==> src/rtl/mem_access_unit_if.sv <==
// rtl/mem_access_unit_if.sv - ready/valid data bus between the load/store unit and memory
interface mem_access_unit_if;
  logic        bus_req;
  logic        bus_we;
  logic [31:0] bus_addr;
  logic [3:0]  bus_be;
  logic [31:0] bus_wdata;
  logic        bus_ready;
  logic [31:0] bus_rdata;

  modport master (
    output bus_req, bus_we, bus_addr, bus_be, bus_wdata,
    input  bus_ready, bus_rdata
  );

  modport slave (
    input  bus_req, bus_we, bus_addr, bus_be, bus_wdata,
    output bus_ready, bus_rdata
  );
endinterface

==> src/rtl/mem_access_unit.sv <==
// rtl/mem_access_unit.sv - load/store unit: one aligned bus access per request with lane steering,
// load extension, misalignment/reserved-size faults and a bus timeout
module mem_access_unit #(
  parameter int TIMEOUT = 16
) (
  input  logic              clk,
  input  logic              reset,
  input  logic              req,
  input  logic              we,
  input  logic [2:0]        memSelect,
  input  logic [31:0]       addr,
  input  logic [31:0]       wdata,
  output logic [31:0]       rdata,
  output logic              done,
  output logic              fault,
  output logic [1:0]        fault_cause,
  output logic              stall,
  mem_access_unit_if.master bus
);
  typedef enum logic [1:0] {IDLE, BUS, DONE} state_t;

  state_t      state_q, state_d;
  logic        we_q, we_d;
  logic [2:0]  sel_q, sel_d;
  logic [1:0]  lane_q, lane_d;
  logic [8:0]  cnt_q, cnt_d;
  logic        bus_req_q, bus_req_d;
  logic        bus_we_q, bus_we_d;
  logic [31:0] bus_addr_q, bus_addr_d;
  logic [3:0]  bus_be_q, bus_be_d;
  logic [31:0] bus_wdata_q, bus_wdata_d;
  logic [31:0] rdata_q, rdata_d;
  logic        done_q, done_d;
  logic        fault_q, fault_d;
  logic [1:0]  cause_q, cause_d;

  logic [1:0]  req_cause;
  logic [3:0]  req_be;
  logic [31:0] req_wdata;
  logic [7:0]  rd_byte;
  logic [15:0] rd_half;
  logic [31:0] rd_ext;

  // Reserved size wins over misalignment when both apply.
  always_comb begin
    req_cause = 2'b00;
    if (memSelect[1:0] == 2'd3) begin
      req_cause = 2'b10;
    end else if ((memSelect[1:0] == 2'd1 && addr[0]) ||
                 (memSelect[1:0] == 2'd2 && addr[1:0] != 2'b00)) begin
      req_cause = 2'b01;
    end
  end

  always_comb begin
    case (memSelect[1:0])
      2'd0: begin
        req_be    = 4'b0001 << addr[1:0];
        req_wdata = {4{wdata[7:0]}};
      end
      2'd1: begin
        req_be    = addr[1] ? 4'b1100 : 4'b0011;
        req_wdata = {2{wdata[15:0]}};
      end
      default: begin
        req_be    = 4'b1111;
        req_wdata = wdata;
      end
    endcase
  end

  always_comb begin
    rd_byte = bus.bus_rdata[{lane_q, 3'b000} +: 8];
    rd_half = lane_q[1] ? bus.bus_rdata[31:16] : bus.bus_rdata[15:0];
    case (sel_q[1:0])
      2'd0:    rd_ext = {{24{sel_q[2] & rd_byte[7]}}, rd_byte};
      2'd1:    rd_ext = {{16{sel_q[2] & rd_half[15]}}, rd_half};
      default: rd_ext = bus.bus_rdata;
    endcase
  end

  always_comb begin
    state_d     = state_q;
    we_d        = we_q;
    sel_d       = sel_q;
    lane_d      = lane_q;
    cnt_d       = cnt_q;
    bus_req_d   = bus_req_q;
    bus_we_d    = bus_we_q;
    bus_addr_d  = bus_addr_q;
    bus_be_d    = bus_be_q;
    bus_wdata_d = bus_wdata_q;
    rdata_d     = '0;
    done_d      = 1'b0;
    fault_d     = 1'b0;
    cause_d     = 2'b00;
    case (state_q)
      IDLE: begin
        if (req) begin
          if (req_cause != 2'b00) begin
            state_d = DONE;
            done_d  = 1'b1;
            fault_d = 1'b1;
            cause_d = req_cause;
          end else begin
            state_d     = BUS;
            we_d        = we;
            sel_d       = memSelect;
            lane_d      = addr[1:0];
            cnt_d       = '0;
            bus_req_d   = 1'b1;
            bus_we_d    = we;
            bus_addr_d  = {addr[31:2], 2'b00};
            bus_be_d    = req_be;
            bus_wdata_d = req_wdata;
          end
        end
      end
      BUS: begin
        if (bus.bus_ready || cnt_q == 9'(TIMEOUT - 1)) begin
          state_d     = DONE;
          done_d      = 1'b1;
          bus_req_d   = 1'b0;
          bus_we_d    = 1'b0;
          bus_addr_d  = '0;
          bus_be_d    = '0;
          bus_wdata_d = '0;
          if (bus.bus_ready) begin
            rdata_d = we_q ? 32'd0 : rd_ext;
          end else begin
            fault_d = 1'b1;
            cause_d = 2'b11;
          end
        end else begin
          cnt_d = cnt_q + 9'd1;
        end
      end
      default: state_d = IDLE;
    endcase
  end

  always_ff @(posedge clk or negedge reset) begin
    if (!reset) begin
      state_q     <= IDLE;
      we_q        <= 1'b0;
      sel_q       <= '0;
      lane_q      <= '0;
      cnt_q       <= '0;
      bus_req_q   <= 1'b0;
      bus_we_q    <= 1'b0;
      bus_addr_q  <= '0;
      bus_be_q    <= '0;
      bus_wdata_q <= '0;
      rdata_q     <= '0;
      done_q      <= 1'b0;
      fault_q     <= 1'b0;
      cause_q     <= 2'b00;
    end else begin
      state_q     <= state_d;
      we_q        <= we_d;
      sel_q       <= sel_d;
      lane_q      <= lane_d;
      cnt_q       <= cnt_d;
      bus_req_q   <= bus_req_d;
      bus_we_q    <= bus_we_d;
      bus_addr_q  <= bus_addr_d;
      bus_be_q    <= bus_be_d;
      bus_wdata_q <= bus_wdata_d;
      rdata_q     <= rdata_d;
      done_q      <= done_d;
      fault_q     <= fault_d;
      cause_q     <= cause_d;
    end
  end

  // Gated by reset so the core sees no stall while reset is held with req high.
  assign stall         = reset & ((state_q == IDLE & req) | state_q == BUS);
  assign rdata         = rdata_q;
  assign done          = done_q;
  assign fault         = fault_q;
  assign fault_cause   = cause_q;
  assign bus.bus_req   = bus_req_q;
  assign bus.bus_we    = bus_we_q;
  assign bus.bus_addr  = bus_addr_q;
  assign bus.bus_be    = bus_be_q;
  assign bus.bus_wdata = bus_wdata_q;
endmodule

==> src/flat_wrapper.sv <==
// flat-port wrapper written by rule: the top's interface ports become plain ports
module mem_access_unit_flat 
#(
  parameter int TIMEOUT = 16
)
  (clk, reset, req, we, memSelect, addr, wdata, rdata, done, fault, fault_cause, stall, bus_bus_req, bus_bus_we, bus_bus_addr, bus_bus_be, bus_bus_wdata, bus_bus_ready, bus_bus_rdata);
  mem_access_unit_if bus_i ();
  input  logic clk;
  input  logic reset;
  input  logic req;
  input  logic we;
  input  logic [2:0] memSelect;
  input  logic [31:0] addr;
  input  logic [31:0] wdata;
  output logic [31:0] rdata;
  output logic done;
  output logic fault;
  output logic [1:0] fault_cause;
  output logic stall;
  output wire logic [$bits(bus_i.bus_req)-1:0] bus_bus_req;
  output wire logic [$bits(bus_i.bus_we)-1:0] bus_bus_we;
  output wire logic [$bits(bus_i.bus_addr)-1:0] bus_bus_addr;
  output wire logic [$bits(bus_i.bus_be)-1:0] bus_bus_be;
  output wire logic [$bits(bus_i.bus_wdata)-1:0] bus_bus_wdata;
  input wire logic [$bits(bus_i.bus_ready)-1:0] bus_bus_ready;
  input wire logic [$bits(bus_i.bus_rdata)-1:0] bus_bus_rdata;
  assign bus_bus_req = bus_i.bus_req;
  assign bus_bus_we = bus_i.bus_we;
  assign bus_bus_addr = bus_i.bus_addr;
  assign bus_bus_be = bus_i.bus_be;
  assign bus_bus_wdata = bus_i.bus_wdata;
  assign bus_i.bus_ready = bus_bus_ready;
  assign bus_i.bus_rdata = bus_bus_rdata;
  mem_access_unit #(.TIMEOUT(TIMEOUT)) u_core (.clk(clk), .reset(reset), .req(req), .we(we), .memSelect(memSelect), .addr(addr), .wdata(wdata), .rdata(rdata), .done(done), .fault(fault), .fault_cause(fault_cause), .stall(stall), .bus(bus_i));
endmodule
==> config.mk <==
export PLATFORM = sky130hd
export DESIGN_NAME = mem_access_unit_flat
export DESIGN_NICKNAME = d
export VERILOG_FILES = /design/src/rtl/mem_access_unit_if.sv /design/src/rtl/mem_access_unit.sv /design/src/flat_wrapper.sv
export SDC_FILE = /design/constraint.sdc
export NUM_CORES = 1
export LEC_CHECK = 0
export CAP_MARGIN = 40
export CORE_MARGIN = 4
export CORE_UTILIZATION = 29
export DETAILED_ROUTE_END_ITERATION = 6
export DONT_BUFFER_PORTS = 1
export REMOVE_ABC_BUFFERS = 1
export SETUP_SLACK_MARGIN = 0.4
export SLEW_MARGIN = 20
export SYNTH_ARGS = -nofsm -noshare
export SYNTH_HDL_FRONTEND = slang
export SYNTH_SLANG_ARGS = --single-unit
==> constraint.sdc <==
create_clock -name clk -period 3.3 [get_ports clk]
set_input_delay 0.66 -clock clk [delete_from_list [all_inputs] [get_ports clk]]
set_output_delay 0.66 -clock clk [all_outputs]
set_load 0.005 [all_outputs]
# After elaboration in Yosys (flattened, before gate mapping)
# Cells that the tools add are included.
[classes] addsub=1 n_mul=0 div=0 magnitude_cmp=0 eq_ne=10 shift=2 mux=49 n_bitwise=6 reduce_logical=14
[op_table] op="$mux W32" n=9
[op_table] op="$pmux W32 S2" n=4
[op_table] op="$shiftx A32 B6 Y8" n=1
[op_table] op="$mux W9" n=3
[op_table] op="$pmux W9 S2" n=1
[op_table] op="$mux W16" n=1
[op_table] op="$mux W2" n=8
[op_table] op="$mux W4" n=4
[op_table] op="$pmux W4 S2" n=2
[op_table] op="$mux W1" n=11
[op_table] op="$add A9 B1 Y9 const B" n=1
[op_table] op="$eq A9 B4 Y1 const B" n=1
[op_table] op="$pmux W1 S2" n=4
[op_table] op="$pmux W2 S2" n=2
[op_table] op="$reduce_and A4 Y1" n=2
[op_table] op="$eq A2 B1 Y1 const B" n=3
[op_table] op="$logic_not A2 Y1" n=3
[op_table] op="$ne A2 B2 Y1 const B" n=3
[op_table] op="$reduce_bool A2 Y1" n=3
[op_table] op="$and A1 B1 Y1" n=4
[op_table] op="$eq A2 B2 Y1 const B" n=2
[op_table] op="$shl A1 B2 Y4 const A" n=1
[op_table] op="$reduce_and A3 Y1" n=1
[op_table] op="$logic_and A1 B1 Y1" n=2
[op_table] op="5 further kinds" n=6
[totals] reg_bits=123 latch_bits=0 ramBits=0 romBits=0 input_bits=104 out_inout_bits=107 n_memories=0

# Logic depth before layout (Yosys ltp)
[logic_depth] ltp_word=9 depth_mapped=8

# Least setup slack after synthesis
# No wires, ideal clock.
[synth_path] path_type="input to register" from="input port memSelect[0]" to="register u_core.bus_addr_q[10] (netlist: u_core.bus.bus_addr[10])" arrival_time_ns=1.959 required_ns=3.179 path_slack_ns=1.220 cell_stages=8 path_buffers=4 path_cell_list="buf_2 > nor3_1 > o21a_1 > buf_2 > a21oi_1 > buf_2 > buf_2 > a22o_1"
[synth_between] elab_chain_len=8
[synth_rtl] element="start: declaration" line="flat_wrapper.sv:12" source="input logic [2:0] memSelect;"
[synth_rtl] element="$eq A2 B1 Y1 or $eq A2 B2 Y1 (tied branches)" line="mem_access_unit.sv:49, mem_access_unit.sv:50"
[synth_rtl] element="$logic_and A1 B1 Y1, on equally long branches" line="mem_access_unit.sv:49, mem_access_unit.sv:50"
[synth_rtl] element="$logic_or A1 B1 Y1" line="mem_access_unit.sv:49" source="end else if ((memSelect[1:0] == 2'd1 && addr[0]) ||"
[synth_rtl] element="$mux W1" line="mem_access_unit.sv:49"
[synth_rtl] element="$mux W2 *" line="mem_access_unit.sv:47" source="if (memSelect[1:0] == 2'd3) begin"
[synth_rtl] element="$reduce_bool A2 Y1 *" line="mem_access_unit.sv:100" source="if (req_cause != 2'b00) begin"
[synth_rtl] element="$ne A2 B2 Y1 (no source line) *"
[synth_rtl] element="$reduce_and A4 Y1 (no source line) *"
[synth_rtl] element="end signal: assignment" line="mem_access_unit.sv:166" source="bus_addr_q <= bus_addr_d;"
[synth_rtl] element="end: declaration" line="mem_access_unit.sv:29" source="logic [31:0] bus_addr_q, bus_addr_d;"
# Mark *: on every way between the ends. The rest lies on a longest branch, timed or not.
# A chain may end at the register's enable or synchronous reset.

# Worst setup path in the final report
[layout_path] from="register u_core.sel_q[1]" to="register u_core.rdata_q[18] (netlist: u_core.rdata[18])"
[layout_between] elab_chain_len=6
[layout_rtl] element="start: declaration" line="mem_access_unit.sv:24" source="logic [2:0] sel_q, sel_d;"
[layout_rtl] element="start signal: assignment" line="mem_access_unit.sv:161" source="sel_q <= sel_d;"
[layout_rtl] element="$eq A2 B1 Y1 or $logic_not A2 Y1 (tied branches)" line="mem_access_unit.sv:75" source="case (sel_q[1:0])"
[layout_rtl] element="$pmux W32 S2 *" line="mem_access_unit.sv:75"
[layout_rtl] element="$mux W32 *" line="mem_access_unit.sv:129" source="rdata_d = we_q ? 32'd0 : rd_ext;"
[layout_rtl] element="$mux W32 *" line="mem_access_unit.sv:128" source="if (bus.bus_ready) begin"
[layout_rtl] element="$mux W32 *" line="mem_access_unit.sv:120" source="if (bus.bus_ready || cnt_q == 9'(TIMEOUT - 1)) begin"
[layout_rtl] element="$mux W32 *" line="mem_access_unit.sv:97" source="case (state_q)"
[layout_rtl] element="named net u_core.rdata_d[18]" line="mem_access_unit.sv:32" source="logic [31:0] rdata_q, rdata_d;"
[layout_rtl] element="end signal: assignment" line="mem_access_unit.sv:169" source="rdata_q <= rdata_d;"
[layout_rtl] element="end: declaration" line="mem_access_unit.sv:32"
# The timed path passes the listed nets; every way through them passes the cells marked *.

==> reports/metrics.cfg <==
[setup_path]
cp_slowest_cell=a2111oi_4
cp-start-kind=flip-flop
rrSetupSlack_ps=940
required_ps=3640
cp_num_buf_inv=1
critPathKind=reg2reg
ff2ff_path_depth=5
crit_family=compound AO/OA/AOI/OAI gates
crit-reg2reg-launch=u_core.sel_q[1]$_DFFE_PN0P_
cp_data_arrival_time_ps=2700
cpPeakStageDelay_ps=610
path_cells=nor3b_4, a22oi_2, a2111oi_4, buf_4, a21o_1
r2r_end=u_core.rdata[18]$_DFF_PN0_
critPathMaxFanout=15
critPathCaptureType=flip-flop

[timing]
tightestPinTransition_ps=839.5
skew_ps=12.50
slew_viol_final=0
fin_crit_sh_pct=71.39
finalHoldWorstSlack_ps=-48.39
slew_headroom_pct=43.92
min_period_ps=2356
setup_slack_ps=944.3
rsz0062_at_grt=false
max_freq_mhz=424.5
finalSetupTns_ps=0
hold_violations=121
setup_viol=0

[yosys]
synth_warnings=0
mappedNetlistArea_um2=5166
yosys.cell_count.top_type=dfrtp_1
syn_area_per_cell_um2=11.71
synthFlopType=dfrtp_1
synth_seq_cells=121
yosysTopAreaCell=dfrtp_1
synthCells=441
ys_seq_area_share_pct=58.61
yosys-top-cells-area=dfrtp_1 59%, a22o_1 8.5%, mux2i_1 5.0%, nand2_1 3.8%, o2bb2ai_1 2.9%
synth_common_cells=121 x dfrtp_1, 52 x nand2_1, 50 x a22o_1
ys_types=42
async_flop_share_pct=100.0
synth_enable_flop_cells=0
synth_top_cell_area_share_pct=58.61

[detailed_routing]
totalWireLength_um=14410
drt_iter0_drc=216
met3RoutedLength_um=1604
met2_length_um=6837
viasPerCell=5.427
wl_per_cell_um=21.35
drc=14
route.top_layer_used=met4
first_pass_iters=7
drtAntennaViolNets=0
wl_met1_um=5661
vias=3663

[final_layout]
layout.area.seq_um2=3028
area_delta_synth_final_pct=17.61
n_antenna_cell=0
multi_input_area_um2=1956
final_util_pct=35.01
finalNonFillerCells=675
drive_above_1_share_pct=11.78
nFillCells=1684
fin_area_um2=6076
final_nets=542

[power_and_ir_drop]
p_total_mw=4.998
power_density_nw_per_um2=822.7
ir_worst_vdd_mv=0.3516
p_leak_nw=2.948

[clock_tree]
htree_levels=4
cts_tree=done
tritoncts.num_buffers=17
postCtsSetupBuffers=0
cts_buffer_depth=2
cts-root-buf=clkbuf_16
clk_latency_ps=410
path_clk_slew_ps=60
post_cts_resized=0
cts.sinks=121

[floorplanning]
die_y_um=141.5
die_area_um2=20010
ios=211
rows=48
start_util_pct=29.76
die_w_um=141.5
core-area_um2=17360

[global_routing]
grt_pass1_vias=3896
antenna_found_initial=0
grt_usage_pct=14.24
gr-total-overflow=0
grt_max_degree=123
grt_pass1_wl_um=22020

[run_status]
violations=DRC, hold timing
status=finished with violations

[placement]
port_buffers=0
pre_cts_ws_ps=901.9
dp_cells=642
dp_hpwl_um=10100
place.gp.congestion=0.8247
placed_cell_area_um2=5406

[hold_path]
min_path_type=in2async

[job]
maxCapViolCount=0

==> registers in the layout, summed over array words and instances (netlist names), 2 cells and up <==
register,count
u_core.bus.bus_addr,30
u_core.bus.bus_be,4
u_core.bus.bus_wdata,32
u_core.cnt_q,9
u_core.fault_cause,2
u_core.lane_q,2
u_core.rdata,32
u_core.sel_q,3
u_core.state_q,2
==> power breakdown <==
group / internal (mW) / leakage, nW / switching, mW
Combinational: 0.363 / 1.03 / 0.351
Clock: 1.36 / 0.320 / 0.734
Sequential: 1.83 / 1.59 / 0.364
==> layer usage <==
metal  track usage (%)  up-vias
met2             22.70      235
met3             6.100       18
met1             16.84     1799
li1                  -     1611
met4             6.162        0
met5                 0        -
==> layout by cell type, fill, tap and decap left out, types with 2 or more instances in the layout <==
| cell | n |
|---|---|
| clkbuf_16 | 17 |
| buf_4 | 8 |
| nand3_1 | 8 |
| bufinv_16 | 5 |
| a211oi_1 | 2 |
| nand2b_1 | 2 |
| mux2i_1 | 26 |
| mux2_2 | 2 |
| nand3b_1 | 3 |
| a21oi_1 | 5 |
| o21ai_0 | 22 |
| o2bb2ai_1 | 17 |
| dfrtp_1 | 121 |
| inv_6 | 6 |
| a22o_1 | 50 |
| inv_1 | 11 |
| a21o_1 | 19 |
| nor3b_1 | 3 |
| a221oi_1 | 9 |
| xnor2_1 | 4 |
| nand2_1 | 52 |
| clkinv_4 | 3 |
| conb_1 | 2 |
| nor3_1 | 4 |
| a222oi_1 | 7 |
| nor2_1 | 19 |
==> cell families after synthesis <==
kind of cell / synth area share, %
buffers and inverters: 3.923
adders and majority gates: 0.2422
AOI/OAI and AO/OA: 21.60
and+or+nand+nor: 9.397
other: 0.07259
muxes: 5.473
DFF: 58.61
xor gates and xnor gates: 0.6781
==> cell type report <==
cell class | count | area share, %
Clock buffer | 17 | 7.002
Sequential cell | 121 | 49.84
Clock inverter | 15 | 3.892
Multi-Input combinational cell | 276 | 32.19
Timing Repair Buffer | 10 | 1.771
Tap cell | 225 | 4.633
Inverter | 11 | 0.6796
==> worst max path at each step <==
| stage | from | endpoint | slack [ps] | depth (start not counted) |
|---|---|---|---|---|
| floorplan | req | u_core.bus.bus_be[0]$_DFFE_PN0P_ | -1260 | 4 |
| global placement | u_core.cnt_q[0]$_DFFE_PN0P_ | u_core.bus.bus_wdata[24]$_DFFE_PN0P_ | 920 | 6 |
| detailed placement | u_core.sel_q[1]$_DFFE_PN0P_ | u_core.rdata[20]$_DFF_PN0_ | 900 | 4 |
| CTS | u_core.sel_q[1]$_DFFE_PN0P_ | u_core.rdata[20]$_DFF_PN0_ | 870 | 4 |
| global route | u_core.sel_q[1]$_DFFE_PN0P_ | u_core.rdata[20]$_DFF_PN0_ | 820 | 5 |
| finish | u_core.sel_q[1]$_DFFE_PN0P_ | u_core.rdata[18]$_DFF_PN0_ | 940 | 5 |
No activity file was read; power rests on OpenSTA's default activity.
